### src/rtl/tlu_data_merger_if.sv
// Signal bundle for the TLU/data merger: two FWFT source FIFOs in, one merged FWFT buffer out.
// The master modport is the merger's view; slave is the surrounding environment.
interface tlu_data_merger_if;
    logic        TLU_FIFO_READ;
    logic        TLU_FIFO_EMPTY;
    logic [31:0] TLU_FIFO_DATA;
    logic        TLU_FIFO_PREEMPT_REQ;
    logic        DATA_FIFO_READ;
    logic        DATA_FIFO_EMPTY;
    logic [31:0] DATA_FIFO_DATA;
    logic        FIFO_READ;
    logic        FIFO_EMPTY;
    logic [31:0] FIFO_DATA;
    logic [15:0] TLU_WORD_CNT;
    logic [15:0] DATA_WORD_CNT;

    modport master (
        output TLU_FIFO_READ, DATA_FIFO_READ, FIFO_EMPTY, FIFO_DATA, TLU_WORD_CNT, DATA_WORD_CNT,
        input  TLU_FIFO_EMPTY, TLU_FIFO_DATA, TLU_FIFO_PREEMPT_REQ, DATA_FIFO_EMPTY,
               DATA_FIFO_DATA, FIFO_READ
    );

    modport slave (
        input  TLU_FIFO_READ, DATA_FIFO_READ, FIFO_EMPTY, FIFO_DATA, TLU_WORD_CNT, DATA_WORD_CNT,
        output TLU_FIFO_EMPTY, TLU_FIFO_DATA, TLU_FIFO_PREEMPT_REQ, DATA_FIFO_EMPTY,
               DATA_FIFO_DATA, FIFO_READ
    );
endinterface

### src/rtl/tlu_data_merger.sv
// Arbitrates between the TLU FIFO and the data FIFO in bounded bursts, with TLU preemption,
// and merges the popped words into a small FWFT output buffer.
module tlu_data_merger #(
    parameter int unsigned DEPTH     = 4,
    parameter int unsigned MAX_BURST = 16
) (
    input logic               BUS_CLK,
    input logic               BUS_RST,
    tlu_data_merger_if.master bus
);

    localparam int unsigned AW        = (DEPTH > 1) ? $clog2(DEPTH) : 1;
    localparam logic [7:0]  BurstLast = 8'(MAX_BURST - 1);
    localparam logic [AW:0] CntDepth  = (AW + 1)'(DEPTH);

    typedef enum logic [1:0] {StIdle, StGrantTlu, StGrantData} state_e;

    state_e          state_q;
    logic            last_tlu_q;  // 1: last grant was TLU, 0: last grant was DATA
    logic [7:0]      burst_q;
    logic [15:0]     tlu_cnt_q;
    logic [15:0]     data_cnt_q;
    logic [AW:0]     count_q;
    logic [AW-1:0]   rd_ptr_q;
    logic [AW-1:0]   wr_ptr_q;
    logic [31:0]     mem_q [DEPTH];

    logic            rd_en;
    logic            space;
    logic            tlu_pop;
    logic            data_pop;
    logic            wr_en;
    logic [31:0]     wr_data;
    logic            burst_done;

    always_comb begin
        rd_en      = bus.FIFO_READ & (count_q != '0);
        // A same-cycle downstream read frees the slot the incoming word needs.
        space      = (count_q < CntDepth) | rd_en;
        tlu_pop    = (state_q == StGrantTlu) & ~bus.TLU_FIFO_EMPTY & space;
        data_pop   = (state_q == StGrantData) & ~bus.DATA_FIFO_EMPTY & space;
        wr_en      = tlu_pop | data_pop;
        wr_data    = tlu_pop ? bus.TLU_FIFO_DATA : bus.DATA_FIFO_DATA;
        burst_done = burst_q >= BurstLast;
    end

    assign bus.TLU_FIFO_READ  = tlu_pop;
    assign bus.DATA_FIFO_READ = data_pop;
    assign bus.FIFO_EMPTY     = (count_q == '0);
    assign bus.FIFO_DATA      = mem_q[rd_ptr_q];
    assign bus.TLU_WORD_CNT   = tlu_cnt_q;
    assign bus.DATA_WORD_CNT  = data_cnt_q;

    always_ff @(posedge BUS_CLK or posedge BUS_RST) begin
        if (BUS_RST) begin
            state_q    <= StIdle;
            last_tlu_q <= 1'b0;
            burst_q    <= 8'd0;
        end else begin
            unique case (state_q)
                StIdle: begin
                    burst_q <= 8'd0;
                    if (bus.TLU_FIFO_PREEMPT_REQ && !bus.TLU_FIFO_EMPTY) begin
                        state_q <= StGrantTlu;
                    end else if (!bus.TLU_FIFO_EMPTY && !bus.DATA_FIFO_EMPTY) begin
                        state_q <= last_tlu_q ? StGrantData : StGrantTlu;
                    end else if (!bus.TLU_FIFO_EMPTY) begin
                        state_q <= StGrantTlu;
                    end else if (!bus.DATA_FIFO_EMPTY) begin
                        state_q <= StGrantData;
                    end
                end
                StGrantTlu: begin
                    if (bus.TLU_FIFO_EMPTY) begin
                        state_q    <= StIdle;
                        last_tlu_q <= 1'b1;
                    end else if (tlu_pop) begin
                        if (burst_done && !bus.TLU_FIFO_PREEMPT_REQ) begin
                            state_q    <= StIdle;
                            last_tlu_q <= 1'b1;
                        end
                        // Saturate so a long preempted run cannot wrap past the limit.
                        if (burst_q != 8'hFF) burst_q <= burst_q + 8'd1;
                    end
                end
                StGrantData: begin
                    if (bus.TLU_FIFO_PREEMPT_REQ && !bus.TLU_FIFO_EMPTY) begin
                        state_q    <= StGrantTlu;
                        last_tlu_q <= 1'b0;
                        burst_q    <= 8'd0;
                    end else if (bus.DATA_FIFO_EMPTY) begin
                        state_q    <= StIdle;
                        last_tlu_q <= 1'b0;
                    end else if (data_pop) begin
                        if (burst_done) begin
                            state_q    <= StIdle;
                            last_tlu_q <= 1'b0;
                        end
                        if (burst_q != 8'hFF) burst_q <= burst_q + 8'd1;
                    end
                end
                default: state_q <= StIdle;
            endcase
        end
    end

    always_ff @(posedge BUS_CLK or posedge BUS_RST) begin
        if (BUS_RST) begin
            tlu_cnt_q  <= 16'd0;
            data_cnt_q <= 16'd0;
        end else begin
            if (tlu_pop && tlu_cnt_q != 16'hFFFF)   tlu_cnt_q  <= tlu_cnt_q + 16'd1;
            if (data_pop && data_cnt_q != 16'hFFFF) data_cnt_q <= data_cnt_q + 16'd1;
        end
    end

    always_ff @(posedge BUS_CLK or posedge BUS_RST) begin
        if (BUS_RST) begin
            count_q  <= '0;
            rd_ptr_q <= '0;
            wr_ptr_q <= '0;
        end else begin
            if (wr_en) wr_ptr_q <= wr_ptr_q + AW'(1);
            if (rd_en) rd_ptr_q <= rd_ptr_q + AW'(1);
            if (wr_en && !rd_en)      count_q <= count_q + (AW + 1)'(1);
            else if (!wr_en && rd_en) count_q <= count_q - (AW + 1)'(1);
        end
    end

    always_ff @(posedge BUS_CLK) begin
        if (wr_en) mem_q[wr_ptr_q] <= wr_data;
    end

endmodule
### src/flat_wrapper.sv
// flat-port wrapper written by rule: the top's interface ports become plain ports
module tlu_data_merger_flat 
#(
    parameter int unsigned DEPTH     = 4,
    parameter int unsigned MAX_BURST = 16
)
  (BUS_CLK, BUS_RST, bus_TLU_FIFO_READ, bus_DATA_FIFO_READ, bus_FIFO_EMPTY, bus_FIFO_DATA, bus_TLU_WORD_CNT, bus_DATA_WORD_CNT, bus_TLU_FIFO_EMPTY, bus_TLU_FIFO_DATA, bus_TLU_FIFO_PREEMPT_REQ, bus_DATA_FIFO_EMPTY, bus_DATA_FIFO_DATA, bus_FIFO_READ);
  tlu_data_merger_if bus_i ();
  input logic BUS_CLK;
  input logic BUS_RST;
  output wire logic [$bits(bus_i.TLU_FIFO_READ)-1:0] bus_TLU_FIFO_READ;
  output wire logic [$bits(bus_i.DATA_FIFO_READ)-1:0] bus_DATA_FIFO_READ;
  output wire logic [$bits(bus_i.FIFO_EMPTY)-1:0] bus_FIFO_EMPTY;
  output wire logic [$bits(bus_i.FIFO_DATA)-1:0] bus_FIFO_DATA;
  output wire logic [$bits(bus_i.TLU_WORD_CNT)-1:0] bus_TLU_WORD_CNT;
  output wire logic [$bits(bus_i.DATA_WORD_CNT)-1:0] bus_DATA_WORD_CNT;
  input wire logic [$bits(bus_i.TLU_FIFO_EMPTY)-1:0] bus_TLU_FIFO_EMPTY;
  input wire logic [$bits(bus_i.TLU_FIFO_DATA)-1:0] bus_TLU_FIFO_DATA;
  input wire logic [$bits(bus_i.TLU_FIFO_PREEMPT_REQ)-1:0] bus_TLU_FIFO_PREEMPT_REQ;
  input wire logic [$bits(bus_i.DATA_FIFO_EMPTY)-1:0] bus_DATA_FIFO_EMPTY;
  input wire logic [$bits(bus_i.DATA_FIFO_DATA)-1:0] bus_DATA_FIFO_DATA;
  input wire logic [$bits(bus_i.FIFO_READ)-1:0] bus_FIFO_READ;
  assign bus_TLU_FIFO_READ = bus_i.TLU_FIFO_READ;
  assign bus_DATA_FIFO_READ = bus_i.DATA_FIFO_READ;
  assign bus_FIFO_EMPTY = bus_i.FIFO_EMPTY;
  assign bus_FIFO_DATA = bus_i.FIFO_DATA;
  assign bus_TLU_WORD_CNT = bus_i.TLU_WORD_CNT;
  assign bus_DATA_WORD_CNT = bus_i.DATA_WORD_CNT;
  assign bus_i.TLU_FIFO_EMPTY = bus_TLU_FIFO_EMPTY;
  assign bus_i.TLU_FIFO_DATA = bus_TLU_FIFO_DATA;
  assign bus_i.TLU_FIFO_PREEMPT_REQ = bus_TLU_FIFO_PREEMPT_REQ;
  assign bus_i.DATA_FIFO_EMPTY = bus_DATA_FIFO_EMPTY;
  assign bus_i.DATA_FIFO_DATA = bus_DATA_FIFO_DATA;
  assign bus_i.FIFO_READ = bus_FIFO_READ;
  tlu_data_merger #(.DEPTH(DEPTH), .MAX_BURST(MAX_BURST)) u_core (.BUS_CLK(BUS_CLK), .BUS_RST(BUS_RST), .bus(bus_i));
endmodule
### config.mk
export PLATFORM = sky130hd
export DESIGN_NAME = tlu_data_merger_flat
export DESIGN_NICKNAME = d
export VERILOG_FILES = /design/src/rtl/tlu_data_merger_if.sv /design/src/rtl/tlu_data_merger.sv /design/src/flat_wrapper.sv
export SDC_FILE = /design/constraint.sdc
export NUM_CORES = 1
export LEC_CHECK = 0
export BUFFER_PORTS_ARGS = -buffer_cell sky130_fd_sc_hd__buf_2
export CAP_MARGIN = 20
export CORE_ASPECT_RATIO = 2
export CORE_MARGIN = 2
export CORE_UTILIZATION = 48
export CTS_CLUSTER_DIAMETER = 120
export DETAILED_ROUTE_END_ITERATION = 12
export GPL_TIMING_DRIVEN = 0
export PLACE_DENSITY_LB_ADDON = 0.1
export SYNTH_ARGS = -nofsm -noshare
export SYNTH_HDL_FRONTEND = slang
export SYNTH_SLANG_ARGS = --single-unit
### constraint.sdc
create_clock -name BUS_CLK -period 4.1 [get_ports BUS_CLK]
set_clock_uncertainty 0.2 [all_clocks]
set_input_delay 0.205 -clock BUS_CLK [delete_from_list [all_inputs] [get_ports BUS_CLK]]
set_output_delay 0.205 -clock BUS_CLK [all_outputs]
set_load 0.05 [all_outputs]
==> summary.txt <==
Initial core utilization - 48.7%
Share of layout cells above drive strength 1 - 29.1%
HP Class - primary input to flop
Critical path's slowest cell - dlygate4sd3_1
H-tree depth - 4
Clk sinks - 178
Worst hold slack - 0.0206 ns
Syn_nets - 616
I/O pins - 137
Post-synthesis async set-or-reset flop share - 28.1%
Cells after Synth - 534
Crit-path max FO - 10
Layout Area Growth over Synthesis - 29.1%
Root Driver - clkbuf_16
Post-synth EDFFs - 128
CTS max path bufs - 2
Post-route ant nets - 0
Fin Setup TNS - 0 ns
DR iter-0 viols - 295
Worst Setup End Kind - flop
CTS Buf Count - 17
Largest net degree at the start of global routing - 40
PortBufs - 136
Total GRT Usage - 20.0%
Leakage power - 0.00408 uW
Critical path, cell by cell - inv_1 > ha_1 > and2b_2 > nand2_1 > buf_2 > inv_1 > buf_1 > nand2_1 > nand2_1 > dlygate4sd3_1
Reg-to-reg setup timing slack - 0.91 ns
Register area share after synthesis - 66.6%
Die X - 93.3 um
CP bufs+invs - 5
Synth area leaders - edfxtp_1, dfrtp_1, mux4_2
Total Power Consumption - 6570 uW
Power Dens Cells - 665 nW/um^2
Core area - 15700 um^2
Mean Syn Cell Area - 14.3 um^2
Most frequent cells in the layout - buf_2, edfxtp_1, nand2_1
Hold Vio Cnt, Final - 0
Cell Area, Synth - 7650 um^2
Final Critical Period - 3.19 ns
Synth area leader - edfxtp_1
Worst EP required - 4.15 ns
Vias per cell - 5.20
Slew Viols, Final - 0
Non-Filler Instances - 972
CTS tree - done
Synth warn - 0
Pre-CTS setup slack - 1.14 ns
Unique masters post-synth - 50
Kind of critical path - flop to flop
Grt total ovfl - 0
Worst slew pin tran - 0.907 ns
RSZ-0062 raised after global routing - no
CP top delay family - buffers and inverters
Clock transition at path regs - 0.07 ns
Die height - 183 um
Slew headroom - 39.6%
Hold_buf cts - 68
Most common cell after layout, fill and taps aside - buf_2
DRT Pass-1 Iters - 4
First-pass GRT wire length - 26100 um
Final setup viols - 0
Clk_lat worst skew - 0.42 ns
Final nets - 840
CP max stage delay - 0.62 ns
Maximum vdd drop - 0.438 mV
Avg WL per Cell - 16.8 um
Site row count - 65
Final worst-path cycle share - 77.8%
F_max - 314 MHz
CP startpoint kind - flop
DR DRC count - 0
Setup WS post-layout - 0.912 ns
Placer Congestion - 0.790
WP data arrival - 3.24 ns
Die Area - 17000 um^2
Outcome - complete, no violations
Antenna violations before repair - 0
Post-synthesis register bit count - 178
Vias in the first global route - 5235
Via count - 5052
Primary FF master, synth - edfxtp_1
Post-CTS Repair Setup Buffers - 0
Ant. Diodes - 0
Final wirelength - 16300 um
DP Wirelength - 11000 um
Synth top area share - 50.2%
PostCTS Resize Cnt - 0
Placed insts - 872
# Max-Cap Violations - 0
Most common cell on crit path - nand2_1
==> synthesized netlist by cell type (2+ instances only) <==
cell	n
a21oi_1	13
a41oi_1	2
and2_1	7
and4_1	2
buf_1	6
buf_2	5
clkbuf_1	4
dfrtp_1	50
edfxtp_1	128
ha_1	11
inv_1	14
mux2i_1	3
mux4_2	32
nand2_1	123
nand2b_1	3
nand3_1	13
nand4_1	9
nor2_1	18
nor2b_1	3
nor3_1	9
nor4_1	5
nor4_4	2
o21ai_0	7
or2_2	2
or3_1	6
xnor2_1	21
xor2_1	13
==> final timing paths <==
check                                                         start                                  endpoint  cells after the start
setup / recovery                      u_core.state_q[1]$_DFFE_PP0P_             u_core.mem_q[0][19]$_DFFE_PP_                     10
hold / removal                             bus_TLU_FIFO_PREEMPT_REQ             u_core.state_q[1]$_DFFE_PP0P_                      4
setup reg to reg                      u_core.state_q[1]$_DFFE_PP0P_             u_core.mem_q[0][19]$_DFFE_PP_                     10
hold reg to reg            u_core.bus.DATA_WORD_CNT[14]$_DFFE_PP0P_  u_core.bus.DATA_WORD_CNT[14]$_DFFE_PP0P_                      1
max in group asynchronous                                   BUS_RST   u_core.bus.TLU_WORD_CNT[14]$_DFFE_PP0P_                      4
min in group asynchronous                                   BUS_RST             u_core.state_q[1]$_DFFE_PP0P_                      3
==> state kept, by name (all words and copies together), names as in the netlist <==
| signal | count |
|---|---|
| u_core.burst_q | 8 |
| u_core.bus.DATA_WORD_CNT | 16 |
| u_core.bus.TLU_WORD_CNT | 16 |
| u_core.count_q | 3 |
| u_core.last_tlu_q | 1 |
| u_core.mem_q | 128 |
| u_core.rd_ptr_q | 2 |
| u_core.state_q | 2 |
| u_core.wr_ptr_q | 2 |
==> report_power, final <==
part	switching (uW)	total [uW]	internal, uW
Clock	755	1580	822
Sequential	118	2380	2260
Combinational	1740	2610	870
==> layer usage <==
layer  part of all wire (%)  GRT usage, %
met2                     56          36.6
met1                     38          22.7
met3                    3.6          3.88
met4                    2.0          6.82
met5                      0             0
==> through the flow <==
| step | instance area (um^2) | utilization (%) |
|---|---|---|
| after floorplan | 7650 | - |
| after global placement | 8580 | 54.7 |
| after detailed placement | 8610 | 54.8 |
| after CTS | 9880 | 62.9 |
| after global routing | 9880 | 62.9 |
| final | 9880 | 62.9 |
==> final cells by class <==
class	count	area (um^2)
fill	1224	5820
sequential	178	5090
multi-input combinational	327	2450
timing repair buffer	205	1380
clock buffer	18	429
tap	201	251
clock inverter	14	161
buffer	15	62.6
inverter	14	52.6
==> cells by family (layout without fill, tap and decap cells) <==
family / after synthesis / after routing / synth area share (%)
adder cells (fa/ha/maj): 12 / 12 / 2.06
flip-flops: 178 / 178 / 66.6
XOR/XNOR: 34 / 34 / 3.89
AND/OR/NAND/NOR: 212 / 212 / 13.1
multiplexers: 37 / 37 / 10.2
AO/OA/AOI/OAI: 32 / 32 / 2.67
buffers and inverters: 29 / 266 / 1.50
==> tightest hold or removal path, cell delays in order <==
cell	delay, ns
buf_2	0.12
nor3_1	0.07
o21ai_0	0.14
a21oi_1	0.07
No activity file was read; power rests on OpenSTA's default activity.
